==> src/rtl/bus_arbiter_pkg.sv <==
// bus_arbiter_pkg -- shared types and constants for the two-master bus arbiter.
//   arb_state_t : arbiter FSM states (IDLE, BUSY, DONE)
//   owner_t     : index of the granted master (0 or 1)
//   WDOG_W      : width of the transfer watchdog counter
package bus_arbiter_pkg;

    typedef enum logic [1:0] {
        ST_IDLE = 2'd0,
        ST_BUSY = 2'd1,
        ST_DONE = 2'd2
    } arb_state_t;

    typedef logic owner_t;

    localparam int unsigned WDOG_W = 16;

endpackage

==> src/rtl/arb_watchdog.sv <==
// arb_watchdog -- counts bus cycles spent waiting for a memory ack.
// Ports:
//   clk, rst_n : clock, synchronous active-low reset
//   clear      : restart the count (asserted on the grant edge)
//   enable     : one waiting cycle elapsed (BUSY without ack)
//   expired    : this enabled cycle is the TIMEOUT_CYCLES-th one
// Parameter:
//   TIMEOUT_CYCLES : waiting cycles allowed, 1..65535
module arb_watchdog #(
    parameter int unsigned TIMEOUT_CYCLES = 255
) (
    input  logic clk,
    input  logic rst_n,
    input  logic clear,
    input  logic enable,
    output logic expired
);
    import bus_arbiter_pkg::*;

    // The count holds the number of waiting cycles already completed, so
    // the cycle that would bring it to TIMEOUT_CYCLES is the expiring one.
    localparam logic [WDOG_W-1:0] LAST = WDOG_W'(TIMEOUT_CYCLES - 1);

    logic [WDOG_W-1:0] count;

    always_ff @(posedge clk) begin
        if (!rst_n) begin
            count <= '0;
        end else if (clear) begin
            count <= '0;
        end else if (enable) begin
            count <= count + 1'b1;
        end
    end

    assign expired = enable && (count == LAST);

endmodule

==> src/rtl/bus_arbiter.sv <==
// bus_arbiter -- two-master to single-memory arbiter with watchdog abort.
// Ports:
//   clk, rst_n                 : clock, synchronous active-low reset
//   m{0,1}_req_i/_wr_i         : master request and direction (1 = write)
//   m{0,1}_addr_i/_data_i      : master address and write data
//   m{0,1}_data_o              : last read data returned to master
//   m{0,1}_ack_o / _err_o      : one-cycle completion / timeout pulses
//   rd_en_o, wr_en_o           : memory strobes (only while BUSY)
//   addr_o, data_o             : memory address and write data
//   data_i, ack_i              : memory read data and completion
//   owner_o                    : granted master index
// Parameter:
//   TIMEOUT_CYCLES : waiting cycles before abort, 1..65535
// Configuration macro:
//   BUS_ARBITER_ROUND_ROBIN_EN : defined -> round-robin on simultaneous
//                                requests; undefined -> m0 fixed priority.
module bus_arbiter #(
    parameter int unsigned TIMEOUT_CYCLES = 255
) (
    input  logic        clk,
    input  logic        rst_n,
    input  logic        m0_req_i,
    input  logic        m0_wr_i,
    input  logic [31:0] m0_addr_i,
    input  logic [31:0] m0_data_i,
    output logic [31:0] m0_data_o,
    output logic        m0_ack_o,
    output logic        m0_err_o,
    input  logic        m1_req_i,
    input  logic        m1_wr_i,
    input  logic [31:0] m1_addr_i,
    input  logic [31:0] m1_data_i,
    output logic [31:0] m1_data_o,
    output logic        m1_ack_o,
    output logic        m1_err_o,
    output logic        rd_en_o,
    output logic        wr_en_o,
    output logic [31:0] addr_o,
    output logic [31:0] data_o,
    input  logic [31:0] data_i,
    input  logic        ack_i,
    output logic        owner_o
);
    import bus_arbiter_pkg::*;

    arb_state_t  state;
    owner_t      winner;
    logic        any_req;
    logic        sel_wr;
    logic [31:0] sel_addr;
    logic [31:0] sel_data;
    logic        wr_q;
    logic        wdog_clear;
    logic        wdog_en;
    logic        expired;

`ifdef BUS_ARBITER_ROUND_ROBIN_EN
    owner_t      last_q;  // master granted most recently
`endif

    always_comb begin
        any_req = m0_req_i | m1_req_i;
`ifdef BUS_ARBITER_ROUND_ROBIN_EN
        if (m0_req_i && m1_req_i) begin
            winner = ~last_q;
        end else begin
            winner = m0_req_i ? 1'b0 : 1'b1;
        end
`else
        winner = m0_req_i ? 1'b0 : 1'b1;
`endif
        sel_wr   = winner ? m1_wr_i   : m0_wr_i;
        sel_addr = winner ? m1_addr_i : m0_addr_i;
        sel_data = winner ? m1_data_i : m0_data_i;
    end

    assign wdog_clear = (state == ST_IDLE) && any_req;
    assign wdog_en    = (state == ST_BUSY) && !ack_i;

    arb_watchdog #(
        .TIMEOUT_CYCLES(TIMEOUT_CYCLES)
    ) u_watchdog (
        .clk    (clk),
        .rst_n  (rst_n),
        .clear  (wdog_clear),
        .enable (wdog_en),
        .expired(expired)
    );

    always_ff @(posedge clk) begin
        if (!rst_n) begin
            state     <= ST_IDLE;
            owner_o   <= 1'b0;
            wr_q      <= 1'b0;
            addr_o    <= '0;
            data_o    <= '0;
            rd_en_o   <= 1'b0;
            wr_en_o   <= 1'b0;
            m0_ack_o  <= 1'b0;
            m1_ack_o  <= 1'b0;
            m0_err_o  <= 1'b0;
            m1_err_o  <= 1'b0;
            m0_data_o <= '0;
            m1_data_o <= '0;
`ifdef BUS_ARBITER_ROUND_ROBIN_EN
            last_q    <= 1'b1;  // so m0 wins the first tie
`endif
        end else begin
            // completion pulses last exactly one cycle
            m0_ack_o <= 1'b0;
            m1_ack_o <= 1'b0;
            m0_err_o <= 1'b0;
            m1_err_o <= 1'b0;

            case (state)
                ST_IDLE: begin
                    if (any_req) begin
                        owner_o <= winner;
                        wr_q    <= sel_wr;
                        addr_o  <= sel_addr;
                        data_o  <= sel_data;
                        rd_en_o <= ~sel_wr;
                        wr_en_o <= sel_wr;
                        state   <= ST_BUSY;
`ifdef BUS_ARBITER_ROUND_ROBIN_EN
                        last_q  <= winner;
`endif
                    end
                end

                ST_BUSY: begin
                    // ack takes precedence over a watchdog expiry in the same cycle
                    if (ack_i) begin
                        rd_en_o <= 1'b0;
                        wr_en_o <= 1'b0;
                        state   <= ST_DONE;
                        if (owner_o == 1'b0) begin
                            m0_ack_o <= 1'b1;
                            if (!wr_q) m0_data_o <= data_i;
                        end else begin
                            m1_ack_o <= 1'b1;
                            if (!wr_q) m1_data_o <= data_i;
                        end
                    end else if (expired) begin
                        rd_en_o <= 1'b0;
                        wr_en_o <= 1'b0;
                        state   <= ST_DONE;
                        if (owner_o == 1'b0) begin
                            m0_err_o <= 1'b1;
                        end else begin
                            m1_err_o <= 1'b1;
                        end
                    end
                end

                ST_DONE: begin
                    state <= ST_IDLE;
                end

                default: begin
                    state   <= ST_IDLE;
                    rd_en_o <= 1'b0;
                    wr_en_o <= 1'b0;
                end
            endcase
        end
    end

endmodule

==> config.mk <==
export PLATFORM = sky130hd
export DESIGN_NAME = bus_arbiter
export DESIGN_NICKNAME = d
export VERILOG_FILES = /design/src/rtl/bus_arbiter_pkg.sv /design/src/rtl/arb_watchdog.sv /design/src/rtl/bus_arbiter.sv
export SDC_FILE = /design/constraint.sdc
export NUM_CORES = 1
export LEC_CHECK = 0
export ABC_AREA = 1
export CORE_MARGIN = 2
export CORE_UTILIZATION = 42
export CTS_BUF_LIST = sky130_fd_sc_hd__clkbuf_16
export CTS_CLUSTER_DIAMETER = 150
export DETAILED_ROUTE_END_ITERATION = 10
export GPL_TIMING_DRIVEN = 0
export PLACE_DENSITY = 0.82
export SLEW_MARGIN = 20
export SYNTH_ARGS = -nofsm -noshare
export SYNTH_HDL_FRONTEND = slang
export SYNTH_HIERARCHICAL = 1
export SYNTH_SLANG_ARGS = --single-unit
==> constraint.sdc <==
create_clock -name clk -period 2.1 [get_ports clk]
set_input_delay 0.315 -clock clk [delete_from_list [all_inputs] [get_ports clk]]
set_output_delay 0.315 -clock clk [all_outputs]
set_load 0.03 [all_outputs]
==> results.md <==
* Status: finished, final reports clean
* Compound-Gate Fraction of Synth Area at approximately 8.3%
* Row count at 46
* Xor/xnor cell area share of the yosys netlist at 0.259%
* Top cells by area, synth: dfxtp_1 46%, nand2_1 17%, nor2_1 16%
* TritonCTS buffer count at 17
* Slew headroom at ~60%
* Clk buf depth at 2
* Drt wl/cell at approximately 14 um
* Top-Level Pins at 302
* Worst Max-Slew Pin Slew at approximately 600 ps
* Post-DP HPWL at between 15 and 20 mm
* Synth Register Bits at 154
* Final Hold Violating Endpoints at 0
* Required @ worst endpoint at around 1800 ps
* Slowest stage cell, crit path: clkdlybuf4s50_1
* Effective utilization at floorplan at between 40 and 50%
* Critical Path End Type: primary output
* Peak supply drop at 0.575 mV
* Hold slack at roughly 480 ps
* Core ar. at between 15000 and 20000 um2
* Synth Area in Adders at less than 1%
* Buf/Inv on CP at 1
* Post-Route Utilization at between 60% and 70%
* Gr ovfl total at 0
* Die height at between 100 and 150 um
* CP peak stage delay at 740 ps
* Cell with the most instances after synthesis: nand2_1
* Placed cells at 1543
* Vias post-DR at around 7400
* WL final at 22.5 mm
* RSZ-0062 raised after global routing: false
* Yosys warns at 6
* Total die area at about 17000 um2
* Max-capacitance violation count at 0
* Worst-path maximum fanout at 6
* CTS tree: done
* Setup CP Type: register to primary output
* Post-synth ARST share at 0%
* Commonest cells post-synth: 304 x nand2_1, 288 x nor2_1, 154 x dfxtp_1
* Antenna violations before repair at 1
* Vias/cell at ~4.7
* Router iterations before antenna repair at 8
* Final setup vio count at 0
* Non-filler cells in the finished layout at around 1600
* Initial DRC count at 326
* H-tree levels at 4
* Buffers on Ports at 300
* Primary FF master, synth: dfxtp_1
* Critical path cell sequence: clkdlybuf4s50_1
* Share of cells above drive strength 1 at between 6 and 7%
* Power density over cell area at ~780 nW/um2
* Delay-heaviest family, CP: buffers and inverters
* Total track usage at between 20% and 30%
* FMAX at approximately 540 MHz
* Cells after Synth at approximately 1000
* CTS Root Cell: clkbuf_16
* Final nets at 1515
* Slew Viols, Final at 0
* Yosys cell types at 29
* First-pass GRT wire length at ~35 mm
* GP Congestion at around 0.90
* Skew final at 6.38 ps
* Fillcell total at roughly 1400
* Final worst-path cycle share at 88.9%
* Later-pin clock latency in the skew report at approximately 400 ps
* Net Count, Synth at 1196
* Avg Cell Area, Syn at ~6.6 um2
* Startpoint types: register
* Combinational family with the most area after synthesis: simple AND/OR/NAND/NOR gates
* Post-synth EDFFs at 0
* Die outline width at roughly 130 um
* Setup_tns at 0 ps
* Cell area after synthesis at about 6800 um2
* Clock sink total at approximately 150
* Clock Pin Slew Worst Setup and Hold Paths at approximately 60 ps
* Sequential fraction of the synthesis area at 45.5%
* CP Data Arrival Time at around 1600 ps
* Layout area overhead at 57.3%
* DRC at 0
* Largest net degree at the start of global routing at 17
* Worst min-delay path class: register to register
* Antenna Nets Post-Route at 0
* Vias in the first global route at between 7000 and 8000
* Period minus WS final at 1870 ps
* Share of Yosys cell area claimed by the top area cell type at 45.5%
* Cell leakage power at between 4 and 5 nW
* Post-synthesis simple-gate area fraction at 37.7%
* Area leader, netlist: dfxtp_1
* Multiplexer area fraction after synthesis at 0%
==> layout by cell type (no fill, tap or decap), types with 2 or more instances in the layout <==
master	instances
nand2_1	304
clkdlybuf4s50_1	300
nor2_1	287
dfxtp_1	154
o21ai_0	74
inv_1	62
o21ai_1	30
clkbuf_1	20
buf_2	19
clkbuf_16	17
nand3_1	13
buf_4	9
a21oi_1	8
nor2_2	6
nor2_4	6
inv_2	4
buf_6	4
nand3_2	4
nor3_1	4
nand4_1	4
buf_1	3
bufinv_16	3
clkinvlp_4	3
clkinv_2	3
nor4_1	2
nand2_2	2
ha_1	2
==> area by class of cell <==
class	instances	area, um2	area share, %
multi-input combinational	754	3170	29.8
sequential	154	3080	28.9
timing repair buffer	300	3000	28.2
clock buffer	17	425	3.99
buffer	55	294	2.76
tap	216	270	2.54
inverter	64	243	2.28
clock inverter	15	160	1.50
antenna	1	2.50	0.0235
==> per-layer routing <==
layer	routed length, um	vias to the layer above	global-route usage (%)	part of all wire [%]
met5	0	-	0	0
met4	856	0	12.3	3.8
met3	2490	55	9.89	11
met2	10700	312	45.6	47
met1	8450	3259	28.0	38
li1	-	3786	-	-
==> path summary, 6_finish.rpt <==
path	start	to	slack, ps	depth (start not counted)
worst max-delay path	owner_o	owner_o	230	1
worst min-delay path	m1_data_o[15]	m1_data_o[15]	480	2
worst max register to register	state[0]	rd_en_o	240	12
worst min register to register	m1_data_o[15]	m1_data_o[15]	480	2
==> logic make-up after synthesis <==
group           count (synthesis)
flops                         154
buf+inv                       119
simple gates                  638
fa+ha+maj                       2
compound gates                112
xor+xnor                        2
==> power breakdown <==
group	internal [mW]	total [mW]	switching [mW]
Combinational	0.867	1.96	1.09
Clock	1.85	3.06	1.21
Sequential	3.14	3.26	0.119
==> timing repair <==
action                     in CTS  in global routing
pin swaps                       0                  0
buffers inserted                0                  0
hold buffers                    0                  0
gates resized for setup         1                  4
setup endpoints to repair       2                  6
==> metrics by stage <==
stage	power [mW]	cell area (um2)	worst slack, ps
after floorplan	4.33	6770	416
after global placement	5.24	10000	-279
after detailed placement	5.27	10000	-345
after CTS	8.31	10600	46.1
after global routing	8.63	10700	27.1
final	8.27	10700	233
==> flip-flops by register name, indices dropped and copies added (netlist names), 2 cells and up <==
| register | count |
|---|---|
| m0_data_o | 32 |
| addr_o | 32 |
| state | 2 |
| u_watchdog/count | 16 |
| data_o | 32 |
| m1_data_o | 32 |
Power figures use the tool's default switching activity.
